===== config.mk =====
export PLATFORM = sky130hd
export DESIGN_NAME = bus_ack
export DESIGN_NICKNAME = d
export VERILOG_FILES = /design/src/rtl/bus_ack.sv
export SDC_FILE = /design/constraint.sdc
export NUM_CORES = 1
export LEC_CHECK = 0
export BUFFER_PORTS_ARGS = -buffer_cell sky130_fd_sc_hd__buf_4
export CAP_MARGIN = 20
export CORE_UTILIZATION = 45
export CTS_CLUSTER_DIAMETER = 80
export CTS_CLUSTER_SIZE = 10
export DETAILED_ROUTE_END_ITERATION = 6
export PLACE_DENSITY = 0.65
export SYNTH_ARGS = -nofsm -noshare
export SYNTH_HDL_FRONTEND = slang
export SYNTH_SLANG_ARGS = --single-unit
export TNS_END_PERCENT = 30

===== constraint.sdc =====
create_clock -name clk -period 2.2 [get_ports clk]
set_input_delay 0.44 -clock clk [delete_from_list [all_inputs] [get_ports clk]]
set_output_delay 0.44 -clock clk [all_outputs]
set_load 0.03 [all_outputs]

===== src/rtl/bus_ack.sv =====
// 68000 bus-cycle terminator: turns mapper chip selects into DTACK after per-device
// wait states, or BERR for unmapped/unassigned space and for timeouts.
module bus_ack #(
   parameter int unsigned WS_RAM  = 2,
   parameter int unsigned WS_ROM  = 4,
   parameter int unsigned WS_IO   = 3,
   parameter int unsigned WS_CTRL = 1,
   parameter int unsigned TIMEOUT = 255
) (
   input  logic       clk,
   input  logic       rst_n,
   input  logic       as_n,
   input  logic       pas,
   input  logic       csunmap,
   input  logic       csram1,
   input  logic       csram2,
   input  logic       csrom,
   input  logic       csio,
   input  logic       csgfx,
   input  logic       csctrl,
   input  logic       cspgtbl,
   input  logic       gfx_ack,
   output logic       dtack_n,
   output logic       berr_n,
   output logic       busy,
   output logic [2:0] state_o
);

   typedef enum logic [2:0] {
      S_IDLE    = 3'd0,
      S_DECODE  = 3'd1,
      S_WAIT    = 3'd2,
      S_EXTWAIT = 3'd3,
      S_ACK     = 3'd4,
      S_BERR    = 3'd5
   } state_t;

   localparam logic [7:0] WS_RAM_C  = 8'(WS_RAM);
   localparam logic [7:0] WS_ROM_C  = 8'(WS_ROM);
   localparam logic [7:0] WS_IO_C   = 8'(WS_IO);
   localparam logic [7:0] WS_CTRL_C = 8'(WS_CTRL);
   localparam logic [7:0] TO_LAST   = 8'(TIMEOUT - 1);

   state_t     state_q, state_d;
   logic [7:0] cnt_q, cnt_d;
   logic       as_meta_q, as_sync_q;
   logic       dtack_n_q, berr_n_q, busy_q;
   logic       as_s;

   // Handshake: as_n low opens a cycle; exactly one of dtack_n/berr_n answers it
   // and is held until the synchronized strobe negates, then the FSM idles a cycle.
   assign as_s = ~as_sync_q;

   always_ff @(posedge clk or negedge rst_n) begin
      if (!rst_n) begin
         as_meta_q <= 1'b1;
         as_sync_q <= 1'b1;
         state_q   <= S_IDLE;
         cnt_q     <= '0;
         dtack_n_q <= 1'b1;
         berr_n_q  <= 1'b1;
         busy_q    <= 1'b0;
      end else begin
         as_meta_q <= as_n;
         as_sync_q <= as_meta_q;
         state_q   <= state_d;
         cnt_q     <= cnt_d;
         dtack_n_q <= (state_d != S_ACK);
         berr_n_q  <= (state_d != S_BERR);
         busy_q    <= (state_d != S_IDLE);
      end
   end

   always_comb begin
      state_d = state_q;
      cnt_d   = cnt_q;
      case (state_q)
         S_IDLE: begin
            if (as_s) begin
               state_d = S_DECODE;
               cnt_d   = '0;
            end
         end
         S_DECODE: begin
            if (!as_s) begin
               state_d = S_IDLE;
            end else if (pas) begin
               // Priority order of the selects; no select at all is unassigned space.
               if (csunmap) begin
                  state_d = S_BERR;
               end else if (csgfx) begin
                  state_d = S_EXTWAIT;
                  cnt_d   = '0;
               end else if (csio) begin
                  state_d = S_WAIT;
                  cnt_d   = WS_IO_C;
               end else if (csctrl || cspgtbl) begin
                  state_d = S_WAIT;
                  cnt_d   = WS_CTRL_C;
               end else if (csrom) begin
                  state_d = S_WAIT;
                  cnt_d   = WS_ROM_C;
               end else if (csram1 || csram2) begin
                  state_d = S_WAIT;
                  cnt_d   = WS_RAM_C;
               end else begin
                  state_d = S_BERR;
               end
            end else if (cnt_q == TO_LAST) begin
               state_d = S_BERR;
            end else begin
               cnt_d = cnt_q + 8'd1;
            end
         end
         S_WAIT: begin
            if (!as_s) begin
               state_d = S_IDLE;
            end else if (cnt_q == 8'd0) begin
               state_d = S_ACK;
            end else begin
               cnt_d = cnt_q - 8'd1;
            end
         end
         S_EXTWAIT: begin
            if (!as_s) begin
               state_d = S_IDLE;
            end else if (gfx_ack) begin
               state_d = S_ACK;
            end else if (cnt_q == TO_LAST) begin
               state_d = S_BERR;
            end else begin
               cnt_d = cnt_q + 8'd1;
            end
         end
         S_ACK, S_BERR: begin
            if (!as_s) state_d = S_IDLE;
         end
         default: state_d = S_IDLE;
      endcase
   end

   assign dtack_n = dtack_n_q;
   assign berr_n  = berr_n_q;
   assign busy    = busy_q;
   assign state_o = state_q;

endmodule

# [After elaboration in Yosys (flattened, before gate mapping)]
# Cells that the tools add are included.
[classes] n_div=0 n_reduce_logical=8 shift=0 muxes=31 n_addsub=2 n_lt_le_gt_ge=0 n_eq_ne=16 bitwise_logic=0 multipliers=0
[op_table] cell="8-bit 2-to-1 mux" n=14
[op_table] cell="3-bit 2-to-1 mux" n=15
[op_table] cell="8-bit one-hot mux with 4 select lines" n=1
[op_table] cell="3-bit one-hot mux with 5 select lines" n=1
[op_table] cell="2-bit != test, second input constant" n=6
[op_table] cell="3-bit != test, second input constant" n=3
[op_table] cell="9-bit AND reduction" n=1
[op_table] cell="8-bit by 1-bit adder with 8-bit output, second input constant" n=1
[op_table] cell="8-bit == test, second input constant" n=1
[op_table] cell="8-bit logical NOT" n=1
[op_table] cell="8-bit by 1-bit subtractor with 8-bit output, second input constant" n=1
[op_table] cell="7-bit != test, second input constant" n=1
[op_table] cell="3-bit by 2-bit == test with 1-bit output, second input constant" n=2
[op_table] cell="3-bit == test, second input constant" n=2
[op_table] cell="4-bit nonzero test" n=1
[op_table] cell="3-bit by 1-bit == test with 1-bit output, second input constant" n=1
[op_table] cell="3-bit logical NOT" n=1
[op_table] cell="3-bit nonzero test" n=1
[op_table] cell="1-bit logical OR" n=2
[op_table] cell="2-bit OR reduction" n=1
[totals] latch_bits=0 output_inout_bits=6 in_bits=13 rom_bits=0 n_memories=0 wordCells=64 ff_bits=16 mem_bits_rw=0

# [Logic depth before layout (Yosys ltp)]
# Gate-level depths: netlist of run 1.
[logic_depth] ltp_word=11 mapped_depth=7 depth_no_buf=7

# [Worst setup path after synthesis of run 1]
# OpenSTA, ideal clock, no wires.
[synth_timing] path_kind="reg2reg" start="register cnt_q[0]" end="register cnt_q[3]" t_required_ns=2.074 period_less_slack_ns=1.993 path_slack_ns=0.207 setup_time_ns=0.126 stages_incl_launch_ff=8 arrival_ns=1.867 cell_sequence="dfrtp_1 -> inv_1 -> ha_1 -> or3b_4 -> o311ai_4 -> a31oi_4 -> o41a_1 -> a221o_1"
[synth_between] elab_chain_cells=5 elab_cells_between_ends=14
[synth_lines] element="from (decl)" line="45" source="logic [7:0] cnt_q, cnt_d;"
[synth_lines] element="from (signal assigned)" line="67" source="cnt_q <= cnt_d;"
[synth_lines] element="8-bit by 1-bit adder with 8-bit output / 8-bit == test (equally long branches)"
[synth_lines] element="8-bit 2-to-1 mux" line="109, 129"
[synth_lines] element="8-bit 2-to-1 mux, on equally long branches" line="127, 87"
[synth_lines] element="8-bit 2-to-1 mux, on equally long branches" line="125, 85"
[synth_lines] element="8-bit one-hot mux with 4 select lines" line="77" source="case (state_q)"
# Several ways; a longest one is shown, not always the timed one. The select of a mux whose other input is x is not followed.
# A chain may end at the register's enable or synchronous reset.

# [Worst setup path in the final report of run 1]
# Ends and elaborated chain as after synthesis.

==> reports/summary.log, run 1 <==
INFO  setup_path     path_class=register to register
INFO  synthesis      synth_seq_area_share=0.324
INFO  synthesis      combinational_family_with_the_most_area_after_synthesis=compound AO/OA/AOI/OAI gates
INFO  routing        detailedRoute.firstPassIterationCount=4
INFO  setup_path     max_stage_delay=0.46ns
INFO  routing        detailroute.via_count=1254
INFO  synthesis      synth_simple_gate_area_frac=0.287
INFO  clock_network  clk_path_buf_depth=2
INFO  min_path       worstHoldPathType=input pin to register
INFO  pwr            powerDensity=478nW/um2
INFO  setup_path     cp-end-kind=register
INFO  placed_design  place_congestion=0.862
INFO  placed_design  numPortBuffers=18
INFO  floorplanning  standard_cell_rows=18
INFO  global_routing first_global_vias=1195
INFO  sta            slew_viol_final=0
INFO  synthesis      netlist_area=1250um2
INFO  setup_path     worstPathCellList=inv_1 > ha_1 > or3b_4 > o311ai_4 > a31oi_4 > o41a_1 > a221o_1
INFO  setup_path     r2r_slack=0.11ns
INFO  synthesis      synth_top_area_frac=0.240
INFO  sta            finalClockSkew=0.0153ns
INFO  setup_path     critical_path_peak_fanout=6
INFO  synthesis      post_synth.cell_area_avg=8.45um2
INFO  sta            final_period_minus_worst_setup_slack=2.09ns
INFO  placed_design  pre_cts_slack=0.142ns
INFO  synthesis      asyncSetResetFlopFracSynth=1.00
INFO  synthesis      yosysUniqueCellTypes=46
INFO  floorplanning  initial_standard_cell_utilization_of_the_core=0.492
INFO  setup_path     crit_slowest_cell=or3b_4
INFO  synthesis      synth_top_cells_by_count=14 x nand2_1, 13 x nor2_1, 13 x o21ai_0, 12 x dfrtp_1, 9 x nand3_1
INFO  layout         final_core_util=0.599
INFO  flow_run       max_cap_violations=0
INFO  floorplanning  dieWidth=54.7um
INFO  layout         stdcell_count=204
INFO  sta            max-slew-margin-rel=0.698
INFO  sta            finalHoldViolCount=0
INFO  sta            rsz_0062_raised_after_global_routing=false
INFO  clock_network  clk_lat_worst_skew=0.30ns
INFO  sta            setup-violations-final=0
INFO  synthesis      adder_cell_area_share_of_the_yosys_netlist=0.0300
INFO  routing        antenna_violating_nets_post_route=0
INFO  global_routing grt-busiest-layer=met2
INFO  setup_path     worst_setup_path_start_kind=register
INFO  floorplanning  core-area=2540um2
INFO  clock_network  tritoncts.num_buffers=3
INFO  floorplanning  chip_height=54.7um
INFO  global_routing gr_util_met3=0.0278
INFO  synthesis      syn-num-nets=164
INFO  setup_path     worstRegToRegCells=7
INFO  sta            worst_slack=0.112ns
INFO  synthesis      synth_seq_cells=16
INFO  synthesis      synth_top_cells_by_area=dfrtp_1 24%, dfstp_2 8.4%, o21ai_0 5.2%
INFO  placed_design  dp.final_hpwl=2420um
INFO  sta            final.period_utilization=0.949
INFO  layout         antenna_cells_inserted=0
INFO  layout         finish.net_count=191
INFO  synthesis      synth_mux_area_frac=0.00800
INFO  global_routing overflow=0
INFO  clock_network  ctsRootBufferMaster=clkbuf_4
INFO  global_routing antenna_found_initial=0
INFO  floorplanning  io_pins=19
INFO  synthesis      ys_dominant_reg_cell=dfrtp_1
INFO  global_routing use_met1=0.353
INFO  placed_design  post-place-cells=199
INFO  routing        avgViaCountPerCell=6.15
INFO  synthesis      synth_top_cell_by_area=dfrtp_1
INFO  clock_network  cts_sinks=16
INFO  routing        detail_route.wirelength=3230um
INFO  pwr            total_leakage_power=0.000623uW
INFO  sta            max_slew.worst_pin.slew=0.451ns
INFO  synthesis      synth_xor_area_frac=0.0140
INFO  setup_path     critical_path_arrival=2.28ns
INFO  global_routing pin_count_of_the_biggest_net_entering_global_routing=17
INFO  clock_network  tritoncts_clock_tree=done
INFO  pwr            maximum_vdd_drop=363uV
INFO  global_routing grt_first_pass_wirelength=5410um
INFO  min_path       worst_hold_depth=1
INFO  global_routing use_met2=0.402
INFO  layout         area_growth_syn_to_layout=21.8%
INFO  run_status     outcome=completed
INFO  synthesis      synth_enable_flop_cells=0
INFO  synthesis      post_synthesis_compound_gate_area_fraction=0.290
INFO  clock_network  h_tree_lvls=1
INFO  setup_path     required=2.39ns
INFO  routing        remaining_drc_errors=0
INFO  layout         post_route_cells_drive_above_1_share=0.287
INFO  routing        first_iter_violations=60
INFO  synthesis      synth.most_common_cell=nand2_1
INFO  routing        post_drt_wl_per_cell=15.8um
INFO  sta            fin_tns_setup=0ns
INFO  synthesis      post_synth_inst_count=148
INFO  floorplanning  die_outline_area=3000um2
INFO  synthesis      synthesis.yosys.warnings=0
INFO  global_routing grt_use_total=0.255
INFO  clock_network  worst_setup_hold_path_clk_slew=0.11ns
INFO  sta            maxClockFrequency=479MHz
==> path summary, 6_finish.rpt <==
check / startpoint / endpoint
setup reg to reg: cnt_q[0] / cnt_q[3]
hold / removal: as_n / as_meta_q
hold reg to reg: as_meta_q / as_sync_q
max in group asynchronous: rst_n / as_meta_q
min in group asynchronous: rst_n / cnt_q[7]
setup / recovery: cnt_q[0] / cnt_q[3]
==> flip-flops by register name, summed over array words and instances, names as in the netlist <==
| register | cells |
|---|---|
| berr_n | 1 |
| cnt_q | 8 |
| as_sync_q | 1 |
| busy | 1 |
| dtack_n | 1 |
| as_meta_q | 1 |
| state_o | 3 |
==> area by class of cell <==
cell class	instances	area (um2)
Sequential cell	16	405
Tap cell	30	37.5
Fill cell	227	1020
Timing Repair Buffer	30	228
Multi-Input combinational cell	119	798
Clock buffer	4	36.3
Inverter	5	18.8
==> repair_timing <==
action	in CTS	in global routing
gates resized for setup	0	1
setup buffers	0	0
setup endpoints to repair	0	1
hold buffers	1	0
hold endpoints to repair	12	0
==> power by group <==
group / internal, uW / total (uW) / switching (uW)
clock: 101 / 204 / 103
sequential: 308 / 324 / 15.8
combinational: 83.9 / 200 / 117
total: 493 / 728 / 236
==> stage by stage <==
step                power, uW  instance area (um2)  hold slack, ns
detailed placement        521                 1470           0.313
floorplan                 452                 1250           0.144
finish                    728                 1520           0.256
global route              772                 1520           0.220
CTS                       728                 1510           0.242
global placement          519                 1470           0.310
==> cell usage in the layout, fill, tap and decap left out, types with 3 or more instances in the layout <==
cell type | synthesis | final
buf_4 | 0 | 29
nand2_1 | 14 | 14
o21ai_0 | 13 | 13
nor2_1 | 13 | 13
dfrtp_1 | 12 | 12
nand3_1 | 9 | 9
nor3_1 | 8 | 8
inv_1 | 5 | 5
nand2b_1 | 4 | 4
a21oi_1 | 4 | 4
nor2b_1 | 4 | 4
nor4_1 | 4 | 4
dfstp_2 | 4 | 4
or2_2 | 3 | 3
a31oi_1 | 3 | 3
o22ai_1 | 3 | 3
o221ai_1 | 3 | 3
a22o_2 | 3 | 3
ha_1 | 3 | 3
clkbuf_4 | 0 | 3
==> critical path: cells and delay by family (launching register included) <==
family                   cells  cell delay [ns]
AND/OR/NAND/NOR              1             0.46
adder cells (fa/ha/maj)      1             0.19
buffers and inverters        1             0.09
flip-flops                   1             0.39
AO/OA/AOI/OAI                4             0.86
==> logic make-up after synthesis <==
group | after synthesis
XOR/XNOR | 2
buffers and inverters | 13
AND/OR/NAND/NOR | 69
flip-flops | 16
adder cells (fa/ha/maj) | 3
multiplexers | 1
AO/OA/AOI/OAI | 44
==> per-layer routing <==
metal  share of wire  up-vias
met5               0        -
met4          0.0074        0
met3           0.051        4
met2            0.47       60
met1            0.48      582
li1                -      608
(Power assumes the default switching activity.)
==> inputs of run 2 (changes only) <==
Settings changed: CORE_ASPECT_RATIO set to 0.9, CTS_BUF_LIST set to sky130_fd_sc_hd__clkbuf_8.
==> run 2 against run 1 <==
Net effect: critical path depth stayed put; final cell count is 2.0% lower; maximum frequency is 0.24% lower; register-to-register slack hardly changed; cell area is 0.82% lower; count of clock-buffer cells in the layout stayed put.
==> reports/summary.log, run 2 (same netlist as run 1, synthesis figures left out) <==
INFO  clock_network  clk_path_buf_depth=2 [unchanged]
INFO  setup_path     wp_buf_inv=1 [unchanged]
INFO  clock_network  cts_setup_buffers=0 [unchanged]
INFO  sta            max-slew-margin-rel=0.660 [was 0.698]
INFO  sta            slew_viol_final=0 [unchanged]
INFO  layout         largest-register=cnt_q [unchanged]
INFO  global_routing grt_use_total=0.257 [was 0.255]
INFO  clock_network  cts_sinks=16 [unchanged]
INFO  clock_network  ctsRootBufferMaster=clkbuf_8 [was clkbuf_4]
INFO  setup_path     worst_setup_path_start_kind=register [unchanged]
INFO  floorplanning  io_pins=19 [unchanged]
INFO  layout         flip_flop_count_of_the_largest_register_after_layout=8 [unchanged]
INFO  clock_network  clk_lat_worst_skew=0.26ns [was 0.30 ns]
INFO  routing        antenna_violating_nets_post_route=0 [unchanged]
INFO  routing        post_drt_wl_per_cell=16.9um [was 15.8 um]
INFO  clock_network  tritoncts.num_buffers=3 [unchanged]
INFO  min_path       worstHoldPathType=input pin to asynchronous set/reset pin [was input pin to register]
INFO  pwr            maximum_vdd_drop=381uV [was 363 uV]
INFO  routing        detailedRoute.firstPassIterationCount=4 [unchanged]
INFO  placed_design  numPortBuffers=18 [unchanged]
INFO  pwr            p_sw_frac=0.306 [was 0.323]
INFO  layout         fillers=246 [was 227]
INFO  global_routing overflow=0 [unchanged]
INFO  floorplanning  initial_standard_cell_utilization_of_the_core=0.490 [was 0.492]
INFO  layout         most-common-layout-cells=28 x buf_4, 14 x nand2_1, 13 x o21ai_0, 13 x nor2_1, 12 x dfrtp_1 [was 29 x buf_4, 14 x nand2_1, 13 x o21ai_0, 13 x nor2_1, 12 x dfrtp_1]
INFO  setup_path     crit_slowest_cell=or3b_4 [unchanged]
INFO  pwr            seq_power_share=0.401 [was 0.445]
INFO  sta            rsz_0062_raised_after_global_routing=false [unchanged]
INFO  pwr            total_power=795uW [was 728 uW]
INFO  clock_network  h_tree_lvls=1 [unchanged]
INFO  layout         finish.net_count=189 [was 191]
INFO  sta            setup-violations-final=0 [unchanged]
INFO  routing        first_iter_violations=49 [was 60]
INFO  flow_run       max_cap_violations=0 [unchanged]
INFO  clock_network  tritoncts_clock_tree=done [unchanged]
INFO  setup_path     required=2.37ns [was 2.39 ns]
INFO  clock_network  ctsHoldBuffers=0 [was 1]
INFO  routing        detailroute.via_count=1255 [was 1254]
INFO  floorplanning  chip_height=52.0um [was 54.7 um]
INFO  sta            finalClockSkew=0.00115ns [was 0.0153 ns]
INFO  setup_path     cp-end-kind=register [unchanged]
INFO  setup_path     max_stage_delay=0.45ns [was 0.46 ns]
INFO  sta            maxClockFrequency=478MHz [was 479 MHz]
INFO  pwr            power_switching=243uW [was 236 uW]
INFO  sta            fin_tns_setup=0ns [unchanged]
INFO  placed_design  dp.final_hpwl=2550um [was 2420 um]
INFO  pwr            total_leakage_power=0.000618uW [was 0.000623 uW]
INFO  global_routing pin_count_of_the_biggest_net_entering_global_routing=17 [unchanged]
INFO  floorplanning  standard_cell_rows=17 [was 18]
INFO  pwr            cellInternalPower=551uW [was 493 uW]
INFO  setup_path     path_class=register to register [unchanged]
INFO  global_routing first_global_vias=1202 [was 1195]
INFO  pwr            gate_power_share=0.261 [was 0.275]
INFO  layout         layout.cells.most_common=buf_4 [unchanged]
INFO  setup_path     critical_path_peak_fanout=6 [unchanged]
INFO  layout         area_growth_syn_to_layout=20.8% [was 21.8%]
INFO  global_routing antenna_found_initial=0 [unchanged]
INFO  pwr            clock_power_share=0.338 [was 0.280]
INFO  routing        avgViaCountPerCell=6.28 [was 6.15]
INFO  setup_path     critical_path_arrival=2.26ns [was 2.28 ns]
INFO  pwr            powerDensity=526nW/um2 [was 478 nW/um2]
INFO  placed_design  place_congestion=0.920 [was 0.862]
INFO  floorplanning  die_outline_area=3000um2 [about the same]
INFO  setup_path     critPathTopFamily=simple AND/OR/NAND/NOR gates [was compound AO/OA/AOI/OAI gates]
INFO  sta            max_slew.worst_pin.slew=0.507ns [was 0.451 ns]
INFO  clock_network  worst_setup_hold_path_clk_slew=0.06ns [was 0.11 ns]
INFO  routing        remaining_drc_errors=0 [unchanged]
INFO  layout         final_core_util=0.592 [was 0.599]
INFO  layout         seq_area=405um2 [unchanged]
INFO  floorplanning  dieWidth=57.6um [was 54.7 um]
INFO  run_status     outcome=completed [unchanged]
INFO  global_routing grt_first_pass_wirelength=5750um [was 5410 um]
INFO  sta            finalHoldViolCount=0 [unchanged]
INFO  sta            final_period_minus_worst_setup_slack=2.09ns [about the same]
INFO  layout         antenna_cells_inserted=0 [unchanged]
INFO  floorplanning  core-area=2550um2 [was 2540 um2]
INFO  layout         post_route_cells_drive_above_1_share=0.285 [was 0.287]
INFO  routing        detail_route.wirelength=3380um [was 3230 um]
INFO  setup_path     worstPathCellList=inv_1 > ha_1 > or3b_4 > o41ai_2 > a22o_1 > or3_1 > nand3_1 [was inv_1 > ha_1 > or3b_4 > o311ai_4 > a31oi_4 > o41a_1 > a221o_1]
INFO  layout         multi_input_area=787um2 [was 798 um2]
INFO  sta            final.period_utilization=0.951 [was 0.949]
INFO  clock_network  number_of_gates_resized_after_cts=0 [unchanged]
[run 2: changes by cell type in the layout (fill, tap and decap cells not counted)]
cell,change
o41ai_2,+1
dlygate4sd3_1,-1
clkbuf_8,+3
o41ai_4,-1
clkbuf_4,-3
buf_4,-1
[run 2: power by group through the flow]
stage / logic (uW) / clock network, uW / registers [uW]
after floorplan: 116 / 0 / 335
after global placement: 202 / 0 / 323
after CTS: 206 / 279 / 318
after detailed placement: 205 / 0 / 323
final: 208 / 269 / 318
after global routing: 225 / 289 / 320
[run 2: path summary, 6_finish.rpt]
check,from,endpoint,slack [ns],depth (start not counted)
max,cnt_q[0],dtack_n,0.11,7
min,rst_n,cnt_q[6],0.03,1
max reg2reg,cnt_q[0],dtack_n,0.11,7
min reg2reg,as_meta_q,as_sync_q,0.36,0
max in group asynchronous,rst_n,berr_n,1.92,1
min in group clk,as_n,as_meta_q,0.29,1
[run 2: stage by stage]
stage               instances  worst slack [ns]  hold WS [ns]  area (um2)
floorplan                 148             0.207         0.144        1250
global placement          196             0.191         0.314        1460
detailed placement        196             0.158         0.314        1460
CTS                       200             0.134        0.0330        1510
global route              200           0.00154        0.0472        1510
finish                    200             0.107        0.0323        1510
[run 2: final cells by class]
cell class	instances	area share
clock buffer	4	0.0364
timing repair buffer	28	0.139
sequential	16	0.268
multi-input combinational	119	0.521
inverter	5	0.0124
tap	28	0.0232
[run 2: routing by layer]
metal,vias to the layer above,track usage,part of all wire
li1,608,-,-
met1,595,0.340,0.47
met2,46,0.403,0.46
met3,6,0.0547,0.052
met4,0,0.110,0.016
met5,-,0,0
==> inputs of run 3 (changes only) <==
Settings changed: CORE_UTILIZATION 45 to 57, PLACE_DENSITY 0.65 to 0.8.
==> run 3 against run 2 <==
Net effect: count of clock-buffer cells in the layout unchanged; global-route usage up 5.3 points; cell area is 1.5% lower; worst hold slack better by 0.0030 ns.
==> reports/summary.log, run 3 (same netlist as run 1, synthesis figures left out) <==
INFO  sta            finalClockSkew=0.00213ns [was 0.00115 ns]
INFO  pwr            maximum_vdd_drop=499uV [was 381 uV]
INFO  layout         finish.net_count=185 [was 189]
INFO  setup_path     crit_slowest_cell=dfrtp_1 [was or3b_4]
INFO  floorplanning  io_pins=19 [unchanged]
INFO  floorplanning  chip_height=46.4um [was 52.0 um]
INFO  min_path       worstHoldPathType=input pin to asynchronous set/reset pin [unchanged]
INFO  clock_network  h_tree_lvls=1 [unchanged]
INFO  floorplanning  dieWidth=51.4um [was 57.6 um]
INFO  routing        avgViaCountPerCell=6.66 [was 6.28]
INFO  layout         final_core_util=0.748 [was 0.592]
INFO  clock_network  ctsHoldBuffers=0 [unchanged]
INFO  setup_path     critical_path_peak_fanout=7 [was 6]
INFO  routing        detailroute.via_count=1286 [was 1255]
INFO  setup_path     cp-end-kind=register [unchanged]
INFO  sta            final.period_utilization=0.980 [was 0.951]
INFO  clock_network  cts_setup_buffers=0 [unchanged]
INFO  pwr            total_leakage_power=0.000601uW [was 0.000618 uW]
INFO  floorplanning  standard_cell_rows=15 [was 17]
INFO  placed_design  dp.final_hpwl=2430um [was 2550 um]
INFO  global_routing overflow=0 [unchanged]
INFO  global_routing antenna_found_initial=0 [unchanged]
INFO  layout         largest-register=cnt_q [unchanged]
INFO  routing        detailedRoute.firstPassIterationCount=6 [was 4]
INFO  floorplanning  core-area=1990um2 [was 2550 um2]
INFO  setup_path     worst_setup_path_start_kind=register [unchanged]
INFO  sta            max_slew.worst_pin.slew=0.672ns [was 0.507 ns]
INFO  layout         seq_area=405um2 [unchanged]
INFO  pwr            powerDensity=529nW/um2 [was 526 nW/um2]
INFO  layout         multi_input_area=798um2 [was 787 um2]
INFO  setup_path     max_stage_delay=0.45ns [about the same]
INFO  layout         layout.cells.most_common=buf_4 [unchanged]
INFO  run_status     outcome=completed [unchanged]
INFO  routing        post_drt_wl_per_cell=17.2um [was 16.9 um]
INFO  layout         area_growth_syn_to_layout=19.0% [was 20.8%]
INFO  layout         stdcell_count=193 [was 200]
INFO  setup_path     startpoint=cnt_q[1] [was cnt_q[0]]
INFO  setup_path     path_class=register to register [unchanged]
INFO  clock_network  clk_path_buf_depth=2 [unchanged]
INFO  layout         finish.instance_area=1490um2 [was 1510 um2]
INFO  layout         fillers=138 [was 246]
INFO  routing        detail_route.wirelength=3320um [was 3380 um]
INFO  layout         flip_flop_count_of_the_largest_register_after_layout=8 [unchanged]
INFO  setup_path     worstPathCellList=inv_1 > ha_1 > or3b_4 > o311ai_4 > nand3_1 > a221o_1 [was inv_1 > ha_1 > or3b_4 > o41ai_2 > a22o_1 > or3_1 > nand3_1]
INFO  layout         most-common-layout-cells=24 x buf_4, 14 x nand2_1, 13 x o21ai_0, 13 x nor2_1, 12 x dfrtp_1 [was 28 x buf_4, 14 x nand2_1, 13 x o21ai_0, 13 x nor2_1, 12 x dfrtp_1]
INFO  sta            setup-violations-final=0 [unchanged]
INFO  routing        remaining_drc_errors=0 [unchanged]
INFO  clock_network  tritoncts.num_buffers=3 [unchanged]
INFO  sta            maxClockFrequency=464MHz [was 478 MHz]
INFO  setup_path     worstReg2RegStart=cnt_q[1] [was cnt_q[0]]
INFO  sta            finalHoldViolCount=0 [unchanged]
INFO  placed_design  detailed_place.area=1420um2 [was 1460 um2]
INFO  setup_path     required=2.34ns [was 2.37 ns]
INFO  clock_network  cts_sinks=16 [unchanged]
INFO  placed_design  numPortBuffers=18 [unchanged]
INFO  floorplanning  initial_standard_cell_utilization_of_the_core=0.629 [was 0.490]
INFO  sta            slew_viol_final=0 [unchanged]
INFO  clock_network  number_of_gates_resized_after_cts=0 [unchanged]
INFO  routing        first_iter_violations=124 [was 49]
INFO  sta            final_period_minus_worst_setup_slack=2.16ns [was 2.09 ns]
INFO  global_routing pin_count_of_the_biggest_net_entering_global_routing=17 [unchanged]
INFO  routing        antenna_violating_nets_post_route=0 [unchanged]
INFO  global_routing grt_first_pass_wirelength=5250um [was 5750 um]
INFO  layout         antenna_cells_inserted=0 [unchanged]
INFO  clock_network  tritoncts_clock_tree=done [unchanged]
INFO  layout         post_route_cells_drive_above_1_share=0.268 [was 0.285]
INFO  floorplanning  die_outline_area=2390um2 [was 3000 um2]
INFO  global_routing first_global_vias=1086 [was 1202]
INFO  flow_run       max_cap_violations=0 [unchanged]
INFO  sta            max-slew-margin-rel=0.548 [was 0.660]
INFO  placed_design  place_congestion=0.980 [was 0.920]
INFO  clock_network  worst_setup_hold_path_clk_slew=0.07ns [was 0.06 ns]
INFO  global_routing grt_use_total=0.309 [was 0.257]
INFO  sta            rsz_0062_raised_after_global_routing=true [was false]
INFO  clock_network  clk_lat_worst_skew=0.25ns [was 0.26 ns]
INFO  setup_path     r2r_slack=0.04ns [was 0.11 ns]
INFO  setup_path     critical_path_arrival=2.29ns [was 2.26 ns]
INFO  clock_network  ctsRootBufferMaster=clkbuf_8 [unchanged]
INFO  placed_design  post-place-cells=189 [was 196]
run 3: cell count changes in the layout (fill, tap and decap cells not counted):
| cell | previous run | this run |
|---|---|---|
| o41ai_4 | 0 | 1 |
| buf_4 | 28 | 24 |
| o41ai_2 | 1 | 0 |
run 3: metrics by stage:
stage               setup TNS (ns)  setup WS, ns  hold WS (ns)  power, uW
floorplan                        0         0.207         0.144        452
CTS                              0        0.0805        0.0389        783
detailed placement               0         0.105         0.312        518
global placement                 0         0.196         0.306        512
global route               -0.0935       -0.0506        0.0409        821
finish                           0        0.0448        0.0353        788
run 3: worst paths after layout:
kind                              to  depth (start not counted)
setup / recovery            cnt_q[3]                          6
hold / removal                  busy                          1
setup reg to reg            cnt_q[3]                          6
hold reg to reg            as_sync_q                          0
max in group asynchronous    dtack_n                          1
min in group clk           as_meta_q                          1
run 3: area by class of cell:
type,count,share of cell area
inverter,5,0.0126
tap,25,0.0210
clock buffer,4,0.0370
sequential,16,0.272
multi-input combinational,119,0.536
timing repair buffer,24,0.121
run 3: worst max-delay path: cells and delay by family (launching register included):
kind                     cells  cell delay, ns
AO/OA/AOI/OAI                2            0.68
adder cells (fa/ha/maj)      1            0.17
buffers and inverters        1            0.09
flip-flops                   1            0.45
AND/OR/NAND/NOR              2            0.66
run 3: power by group:
part	switching, uW	internal, uW	total, uW
clock network	107	159	266
registers	17.8	309	326
logic	114	81.3	195
run 3: routing by layer:
metal	global-route usage	wire length, um	up-vias	share of wire
met3	0.0858	367	13	0.11
met2	0.504	1480	98	0.45
li1	-	-	595	-
met4	0.0486	66	0	0.020
met1	0.420	1400	580	0.42
met5	0	0	-	0
